==> config.mk <==
export PLATFORM = sky130hd
export DESIGN_NAME = ext_irq_ctrl
export DESIGN_NICKNAME = d
export VERILOG_FILES = /design/src/rtl/ext_irq_pkg.sv /design/src/rtl/irq_sync_edge.sv /design/src/rtl/ext_irq_ctrl.sv
export SDC_FILE = /design/constraint.sdc
export NUM_CORES = 1
export LEC_CHECK = 0
export BUFFER_PORTS_ARGS = -buffer_cell sky130_fd_sc_hd__buf_2
export CAP_MARGIN = 25
export CORE_UTILIZATION = 34
export DETAILED_ROUTE_END_ITERATION = 12
export GPL_TIMING_DRIVEN = 1
export PLACE_DENSITY = 0.58
export SLEW_MARGIN = 20
export SYNTH_ARGS = -nofsm -noshare
export SYNTH_HDL_FRONTEND = slang
export SYNTH_HIERARCHICAL = 1
export SYNTH_SLANG_ARGS = --single-unit
==> constraint.sdc <==
create_clock -name Clk -period 1.8 [get_ports Clk]
set_input_delay 0.09 -clock Clk [delete_from_list [all_inputs] [get_ports Clk]]
set_output_delay 0.09 -clock Clk [all_outputs]
set_load 0.03 [all_outputs]
==> src/rtl/ext_irq_pkg.sv <==
// Shared constants for the external interrupt controller: source count,
// register map and handshake FSM states.
package ext_irq_pkg;
  localparam int NUM_SRC = 31;
  localparam int ID_W    = 5;

  localparam logic [1:0] EIRQ_ENABLE = 2'd0;
  localparam logic [1:0] EIRQ_EDGE   = 2'd1;
  localparam logic [1:0] EIRQ_PEND   = 2'd2;
  localparam logic [1:0] EIRQ_STAT   = 2'd3;

  typedef enum logic [1:0] {
    IDLE = 2'd0,
    REQ  = 2'd1,
    GAP  = 2'd2
  } irq_state_e;
endpackage

==> src/rtl/irq_sync_edge.sv <==
// Per-source 2-FF synchroniser plus a third stage for rising-edge detection.
module irq_sync_edge (
  input  logic Clk,
  input  logic Rst,
  input  logic async_in,
  output logic sync_out,
  output logic rise
);
  logic s1_reg, s2_reg, s3_reg;

  always_ff @(posedge Clk or negedge Rst) begin
    if (!Rst) begin
      s1_reg <= 1'b0;
      s2_reg <= 1'b0;
      s3_reg <= 1'b0;
    end else begin
      s1_reg <= async_in;
      s2_reg <= s1_reg;
      s3_reg <= s2_reg;
    end
  end

  assign sync_out = s2_reg;
  assign rise     = s2_reg & ~s3_reg;
endmodule

==> src/rtl/ext_irq_ctrl.sv <==
// External interrupt controller: synchronise, latch pending, mask, pick the
// lowest-index eligible source and present it to the core with req/ack.
module ext_irq_ctrl
  import ext_irq_pkg::*;
(
  input  logic               Clk,
  input  logic               Rst,
  input  logic [NUM_SRC-1:0] i_ext,
  input  logic               cfg_we,
  input  logic [1:0]         cfg_addr,
  input  logic [NUM_SRC-1:0] cfg_wdata,
  output logic [NUM_SRC-1:0] cfg_rdata,
  output logic               irq_req,
  output logic [ID_W-1:0]    irq_id,
  input  logic               irq_ack
);
  logic [NUM_SRC-1:0] s2, rise;
  logic [NUM_SRC-1:0] enable_reg, edge_sel_reg, pend_reg, pend_next;
  logic [NUM_SRC-1:0] eligible, w1c, ack_clr;
  logic [ID_W-1:0]    winner;
  logic               ack_fire;
  irq_state_e         state_reg;

  assign ack_fire = (state_reg == REQ) && irq_ack;
  assign w1c      = (cfg_we && cfg_addr == EIRQ_PEND) ? cfg_wdata : '0;
  assign eligible = pend_reg & enable_reg;

  // A fresh edge always wins over ack-clear and W1C on the same bit.
  generate
    for (genvar gi = 0; gi < NUM_SRC; gi++) begin : g_src
      irq_sync_edge u_sync (
        .Clk      (Clk),
        .Rst      (Rst),
        .async_in (i_ext[gi]),
        .sync_out (s2[gi]),
        .rise     (rise[gi])
      );
      assign ack_clr[gi]   = ack_fire && (irq_id == ID_W'(gi));
      assign pend_next[gi] = edge_sel_reg[gi]
                           ? (rise[gi] | (pend_reg[gi] & ~w1c[gi] & ~ack_clr[gi]))
                           : s2[gi];
    end
  endgenerate

  always_comb begin
    winner = '0;
    for (int i = NUM_SRC - 1; i >= 0; i--) begin
      if (eligible[i]) winner = ID_W'(i);
    end
  end

  always_comb begin
    cfg_rdata = '0;
    case (cfg_addr)
      EIRQ_ENABLE: cfg_rdata = enable_reg;
      EIRQ_EDGE:   cfg_rdata = edge_sel_reg;
      EIRQ_PEND:   cfg_rdata = pend_reg;
      EIRQ_STAT:   cfg_rdata = NUM_SRC'({irq_req, irq_id});
      default:     cfg_rdata = '0;
    endcase
  end

  always_ff @(posedge Clk or negedge Rst) begin
    if (!Rst) begin
      enable_reg   <= '0;
      edge_sel_reg <= '0;
      pend_reg     <= '0;
    end else begin
      pend_reg <= pend_next;
      if (cfg_we && cfg_addr == EIRQ_ENABLE) enable_reg   <= cfg_wdata;
      if (cfg_we && cfg_addr == EIRQ_EDGE)   edge_sel_reg <= cfg_wdata;
    end
  end

  // GAP forces one low cycle after an ack; from there a new grant is taken
  // straight away so back-to-back requests see exactly one idle cycle.
  always_ff @(posedge Clk or negedge Rst) begin
    if (!Rst) begin
      state_reg <= IDLE;
      irq_req   <= 1'b0;
      irq_id    <= '0;
    end else begin
      case (state_reg)
        REQ: begin
          if (irq_ack) begin
            state_reg <= GAP;
            irq_req   <= 1'b0;
          end else if (!eligible[irq_id]) begin
            state_reg <= IDLE;
            irq_req   <= 1'b0;
          end
        end
        default: begin
          if (|eligible) begin
            state_reg <= REQ;
            irq_req   <= 1'b1;
            irq_id    <= winner;
          end else begin
            state_reg <= IDLE;
            irq_req   <= 1'b0;
          end
        end
      endcase
    end
  end
endmodule
* Word level (Yosys, flattened, before mapping)
Cells that the tools add are included.
Widths: inputs -> output; s select.
** Word-level totals
- Register bits after elaboration :: 194
- Output and inout bits :: 37
** Operators by class
- Multiplexer cells :: 74
- Bitwise operators :: 219
- $lt $le $gt $ge :: 1
- Reductions and logical operators :: 39
- Equality and inequality tests :: 35
** Operator list (count)
- $mux 5 :: 31
- $pmux 31 s4 :: 1
- $not 1->1 :: 94
- $and 1x1->1 :: 93
- $eq 5x5->1 const B :: 15
- $eq 5x4->1 const B :: 8
- $mux 1 :: 37
- $logic_and 1x1->1 :: 35
- $and 31x31->31 :: 1
- $mux 31 :: 1
- $or 1x1->1 :: 31
- $reduce_or 31->1 :: 1
- $eq 5x3->1 const B :: 4
- $eq 5x2->1 const B :: 2
- $lt 5x6->1 const B :: 1
- $mux 2 :: 3
- $bmux 1 s5 :: 1
- $eq 5x1->1 const B :: 1
- $logic_not 5->1 :: 1
- $eq 2x1->1 const B :: 2
- $eq 2x2->1 const B :: 2
- $ne 3x3->1 const B :: 1
- $logic_not 2->1 :: 1
- $reduce_and 2->1 :: 1

* Depth between registers and ports, before layout
Gate-level depths: netlist of run 1.
- Depth in word-level cells :: 32
- Gate-level depth with buffers :: 9

* Modules after synthesis
The synthesis of run 1 kept the hierarchy.
** By module, submodules not included
- ext_irq_ctrl :: cells an instance 583, area each 5700.5 µm², instances 1
- irq_sync_edge :: cells an instance 4, area each 88.8 µm², instances 31

* Least setup slack after synthesis of run 1
OpenSTA, ideal clock, no wires.
- Kind :: register to register
- Start point :: reg irq_id[2]
- End point :: reg state_reg[0]
- Data arrival time :: 1.803 ns
- Setup time :: 0.071 ns
- Slack :: -0.073 ns
- Period minus slack after synthesis :: 1.873 ns
- Buffers on the path :: 1
- Cell stages (with the launch flop) :: 5
- Required time :: 1.729 ns
- Cell sequence :: dfrtp_1 > clkbuf_1 > mux4_2 > or4_1 > nand4_1
** Between the ends
- Word-level cells in the longest chain between the ends :: 3
** RTL lines
- from (decl) :: line ext_irq_ctrl.sv:14 : output logic [ID_W-1:0] irq_id,
- from (signal assigned) :: line ext_irq_ctrl.sv:97 : irq_id <= winner;
- $bmux 1 s5 :: line ext_irq_ctrl.sv:88 : end else if (!eligible[irq_id]) begin
- $mux 1 (not written as such) :: line ext_irq_ctrl.sv:88
- $ne 3x3->1 (no source line)
- to (signal assigned) :: line ext_irq_ctrl.sv:86 : state_reg <= GAP;
- to (signal assigned) :: line ext_irq_ctrl.sv:89 : state_reg <= IDLE;
- to (signal assigned) :: line ext_irq_ctrl.sv:95 : state_reg <= REQ;
- to (decl) :: line ext_irq_ctrl.sv:22 : irq_state_e state_reg;
Every way passes these cells. The select of a mux whose other input is x is not followed.
A chain may end at the register's enable or synchronous reset.

* Final worst setup path of run 1
- Start point :: reg pend_reg[14]
- End point :: reg irq_id[1]
** Between the ends
- Word-level cells in the longest chain between the ends :: 16
- Elaborated cells on any way between the ends :: 18
- Classes of those cells :: 15 x mux; 1 x bitwise; 2 x reduce/logical
** RTL lines
- from (decl) :: line ext_irq_ctrl.sv:18 : logic [NUM_SRC-1:0] enable_reg, edge_sel_reg, pend_reg, pend_next;
- from (signal assigned) :: line ext_irq_ctrl.sv:69 : pend_reg <= pend_next;
- $and 31x31->31 * :: line ext_irq_ctrl.sv:26 : assign eligible = pend_reg & enable_reg;
- $mux 5 (15 in series) :: line ext_irq_ctrl.sv:48 : if (eligible[i]) winner = ID_W'(i);
Every way passes the cells marked *; elsewhere a longest branch is shown, timed or not.

==> results.toml, run 1 <==
[synth]
async_flop_share = 1.00
syn_avg_cell_area_um2 = 12.0
netlist_instances = 707
synth_area_mm2 = 0.00845
synth_cell_types = 49
synth_edf_count = 0
ys_seq_area_frac = 0.571
ys.flop_type = "dfrtp_1"
synth_seq_cells = 193
synth_nets = 775
synth_warnings = 6

[worst_setup_path]
cp_slowest_cell = "dfrtp_1"
cp-start-kind = "flip-flop"
crit_buf_inv = 1
arrival_ps = 2170
rr_worst_depth = 7
max_stage_delay_ps = 400
path_class = "flip-flop to flip-flop"
path_max_fanout = 4
critPathCaptureType = "flip-flop"
critPathRequiredTime_ps = 2130
path_cells = "a22o_4 > nor4_4 > nand2_2 > o31ai_4 > buf_4 > nand2_1 > o41ai_2"
path_depth = 7
path_delay_family = "compound AO/OA/AOI/OAI gates"

[sta]
fin_crit_sh = 1.02
slew_viol_final = 0
finalHoldViolations = 0
fmax_ghz = 0.543
tightest_slew_ps = 372
skew_ps = 8.29
slew_headroom = 0.752
fin_ws_ps = -41.7
hold_slack_ps = 44.3
rsz0062_at_grt = "true"
finalSetupViolCount = 5
fin_tns_setup_ps = -132
fin_crit_ps = 1840

[floorplan]
start_util = 0.348
core-area_mm2 = 0.0243
num_io_pins = 105
fp.dieH_um = 160
die_w_um = 160
rows = 57
die-area_mm2 = 0.0255

[global_route]
grt_max_degree = 70
use_met1 = 0.253
grt_util_met3 = 0.0351
grt_overflow_total = 0
antenna_found_initial = 0
grtUsageMet2 = 0.293
grt_pass1_wl_um = 36200
grtUsageTotal = 0.184
grt_pass1_vias = 6690
top_usage_layer = "met2"

[detailed_routing]
viasPerCell = 4.86
wirelength_um = 21900
antenna_left = 0
drt_iter0_drc = 375
dr.pass1.iters = 4
drc = 0
wl_per_cell_um = 16.9
vias = 6318

[clock_tree]
cts_buffer_depth = 2
clock-sinks = 193
cts_buffers = 17
htreeDepth = 4
clk_pin_slew_ps = 70
insertion_delay_ps = 440
cts_root_buf = "clkbuf_16"
cts_tree = "yes"

[power_and_ir_drop]
power_uw = 13600
power_density_mw_per_mm2 = 1200
p_leak_uw = 0.00503
peakVddDrop_v = 0.000759

[place]
portBuffers = 104
placed_area_mm2 = 0.0101
dpl.hpwl_um = 15700
gp_congestion = 0.881

[finish]
final_util = 0.468
antennaDiodeCount = 0
layout-drive-gt1-share = 0.362
stdcell_area_mm2 = 0.0114
area_growth_pct = 34.6
final_nets = 1030

[run]
drv_cap = 0

[status]
status = "finished with violations"
failed_checks = "negative setup slack"

[min_path]
hold_class = "input pin to asynchronous set/reset pin"
==> per-stage QoR <==
step / setup slack (ps) / cells
2_1_floorplan: 6.97 / 707
3_3_place_gp: 39.9 / 1199
3_5_place_dp: -42.2 / 1199
4_1_cts: -42.7 / 1299
5_1_grt: -110 / 1299
6_report: -41.7 / 1299
==> worst paths after layout <==
kind / startpoint / endpoint / slack (ps)
max: pend_reg[14] / irq_id[1] / -40
min: Rst / g_src[19].u_sync/s1_reg / 40
max reg2reg: pend_reg[14] / irq_id[1] / -40
min reg2reg: g_src[7].u_sync/s1_reg / g_src[7].u_sync/sync_out / 350
max in group asynchronous: Rst / g_src[30].u_sync/s1_reg / 1180
min in group Clk: cfg_we / edge_sel_reg[2] / 170
==> area by class of cell <==
type                    instances  area [um^2]
inverters                       1         3.75
flip-flops and latches        193         4830
well taps                     324          405
clock buffers                  18          439
fillers                      2251        12900
multi-input cells             482         3540
repair buffers                267         2040
clock inverters                14          124
==> synth_stat cells (all sizes together), types with 2 or more instances <==
master,number,area share
buf,17,0.0093
and2,4,0.0030
nand3,23,0.014
nor2,43,0.019
nand2,110,0.049
dfrtp,193,0.57
or2,2,0.0015
a22o,10,0.011
o211ai,3,0.0027
a31oi,32,0.024
nor4,3,0.0058
a22oi,4,0.0041
a32o,2,0.0024
a21boi,4,0.0040
a21oi,39,0.024
mux2,62,0.083
nand4,6,0.0044
nor3b,2,0.0018
mux4,12,0.032
nand3b,2,0.0018
nand2b,5,0.0037
and3,2,0.0015
nor2b,34,0.053
mux2i,27,0.032
clkbuf,14,0.0062
o41ai,2,0.0021
nor3,5,0.0030
o21ai,34,0.020
==> layout by cell type (no fill, tap or decap), drive strengths merged, types with 3 or more instances in the layout <==
cell type	count
a31oi	32
nor2b	34
buf	202
a21boi	4
a21oi	39
mux2i	27
mux2	62
clkinv	3
nor2	43
dfrtp	193
o21ai	34
a22oi	4
nor4	3
clkinvlp	5
nand4	6
inv	7
clkbuf	19
nor3	5
nand2b	5
nand2	110
a22o	10
nand3	23
and2	4
mux4	12
o211ai	3
dlygate4sd3	64
==> report_power, final <==
part / internal, uW / switching [uW] / total [uW]
clock network: 1850 / 1800 / 3650
registers: 4940 / 481 / 5420
logic: 2150 / 2400 / 4550
==> cell families after synthesis <==
logic type,after synthesis,share of synthesized area
AO/OA/AOI/OAI,136,0.102
multiplexers,101,0.147
buffers and inverters,32,0.0160
flip-flops,193,0.571
AND/OR/NAND/NOR,245,0.165
==> repair_timing <==
item                                    4_1_cts  5_1_grt
resized for setup                             9       16
endpoints found under the setup margin        8       19
hold buffers                                 64        0
hold endpoints to repair                    287        0
cloned                                        0        0
pin swaps                                     1        4
setup buffers                                 4        2
==> layer usage <==
| metal | up-vias | share of wire | wire length [um] |
|---|---|---|---|
| met5 | - | 0 | 0 |
| met1 | 3135 | 0.48 | 10600 |
| met4 | 0 | 0.017 | 367 |
| met3 | 26 | 0.036 | 790 |
| met2 | 121 | 0.46 | 10200 |
| li1 | 3036 | - | - |
No activity file was read; power rests on OpenSTA's default activity.
==> run 2: changes to the inputs <==
--- a/config.mk
+++ b/config.mk
@@ -7,10 +7,10 @@
 export LEC_CHECK = 0
 export BUFFER_PORTS_ARGS = -buffer_cell sky130_fd_sc_hd__buf_2
 export CAP_MARGIN = 25
+export CORE_MARGIN = 3
 export CORE_UTILIZATION = 34
 export DETAILED_ROUTE_END_ITERATION = 12
 export GPL_TIMING_DRIVEN = 1
-export PLACE_DENSITY = 0.58
 export SLEW_MARGIN = 20
 export SYNTH_ARGS = -nofsm -noshare
 export SYNTH_HDL_FRONTEND = slang
==> run 2 against run 1 <==
Compared with the run above:
- the flow still finishes with violations (negative setup slack)
- sequential share of layout area barely moved
- largest cell class unchanged
- highest routed layer unchanged
- first-iteration DRC count rose by 6.9%
- combinational power is 1% higher
==> results.toml, run 2 (synthesis gave the netlist of run 1 again) <==
[status]
status = "finished with violations"
failed_checks = "negative setup slack"

[global_route]
grt_pass1_wl_um = 36600
grtUsageTotal = 0.178
grt_overflow_total = 0
grt_pass1_vias = 6557
grt_max_degree = 56
antenna_found_initial = 0

[detailed_routing]
wl_met3_um = 944
drc = 0
dr.pass1.iters = 4
met2_length_um = 10900
wl_per_cell_um = 17.4
viasPerCell = 4.92
vias = 6415
highest_layer = "met4"
wirelength_um = 22700
drt_iter0_drc = 401
antenna_left = 0
wirelength_met1_um = 10600

[finish]
layout-drive-gt1-share = 0.358
final_nets = 1036
stdcell_area_mm2 = 0.0114
mostFrequentLayoutCell = "dfrtp_1"
area_growth_pct = 34.7
layout_common_cells = "dfrtp_1, nand2_1, buf_2"
antennaDiodeCount = 0
final_util = 0.467

[clock_tree]
cts_tree = "yes"
cts_buffers = 17
cts_root_buf = "clkbuf_16"
clock-sinks = 193
cts_buffer_depth = 2
insertion_delay_ps = 440
clk_pin_slew_ps = 70
htreeDepth = 4

[place]
gp_congestion = 0.848
portBuffers = 104
dpl.hpwl_um = 16100
dp_slack_ps = -62.4
placed_area_mm2 = 0.0100

[sta]
tightest_slew_ps = 504
rsz0062_at_grt = "true"
fin_ws_ps = -84.2
hold_slack_ps = 191
finalHoldViolations = 0
finalSetupViolCount = 4
skew_ps = 9.18
fin_crit_sh = 1.05
slew_headroom = 0.661
fmax_ghz = 0.531
slew_viol_final = 0
fin_crit_ps = 1880

[worst_setup_path]
rr_worst_depth = 7
cp-start-kind = "flip-flop"
regToRegStartpoint = "enable_reg[0]"
rrSetupSlack_ps = -80
timing.rr.end = "irq_id[0]"
path_max_fanout = 3
path_class = "flip-flop to flip-flop"
arrival_ps = 2210
critPathCaptureType = "flip-flop"
critPathRequiredTime_ps = 2120

[floorplan]
die-area_mm2 = 0.0268
core-area_mm2 = 0.0244
start_util = 0.347
die_w_um = 164
num_io_pins = 105
rows = 57
fp.dieH_um = 164

[power_and_ir_drop]
p_leak_uw = 0.00504
power_density_mw_per_mm2 = 1210
peakVddDrop_v = 0.000737

[min_path]
hold_class = "input pin to asynchronous set/reset pin"

[run]
drv_cap = 0
==> run 2: area by class of cell <==
class	instances	area, um^2
fillers	2265	13000
flip-flops and latches	193	4830
multi-input cells	482	3510
repair buffers	273	2070
clock buffers	21	460
well taps	324	405
clock inverters	9	109
inverters	1	3.75
==> run 2: per-stage QoR <==
| step | instances | TNS, ps | total power [uW] |
|---|---|---|---|
| detailed placement | 1195 | -111 | 9640 |
| finish | 1303 | -192 | 13800 |
| global placement | 1195 | 0 | 9580 |
| floorplan | 707 | 0 | 7860 |
| global route | 1303 | -547 | 14500 |
| CTS | 1293 | -121 | 13700 |
==> run 2: how the worst max path moves through the flow <==
stage / cells past startpoint / slack (ps) / start / to
2_1_floorplan: 6 / 7 / irq_id[0] / state_reg[0]
3_3_place_gp: 6 / 20 / enable_reg[14] / irq_id[0]
3_5_place_dp: 6 / -60 / enable_reg[14] / state_reg[0]
4_1_cts: 6 / -70 / pend_reg[14] / state_reg[0]
5_1_grt: 7 / -160 / enable_reg[0] / irq_id[0]
6_report: 7 / -80 / enable_reg[0] / irq_id[0]
==> run 2: timing repair <==
| item | 4_1_cts | 5_1_grt |
|---|---|---|
| hold buffers | 64 | 0 |
| buffers inserted | 5 | 10 |
| setup endpoints to repair | 8 | 18 |
| hold endpoints to repair | 143 | 0 |
| gates resized for setup | 15 | 6 |
| pin swaps | 3 | 2 |
==> run 2: worst max-delay path: stages, from the launching register on <==
cell	delay (ps)
dfrtp_1	390
a22o_1	280
nor4_4	350
nand2_2	130
o31ai_4	220
buf_6	140
mux2i_1	210
a21oi_2	40
==> run 2: layer usage <==
metal  up-vias  GRT usage
met1      3187      0.246
met3        22     0.0308
li1       3053          -
met5         -          0
met4         0     0.0596
met2       153      0.285
==> run 2: where the power goes <==
group	internal (uW)	total [uW]	leakage (uW)	switching [uW]
clock network	2100	3730	0.000267	1630
registers	4940	5430	0.00224	494
logic	2170	4600	0.00253	2430
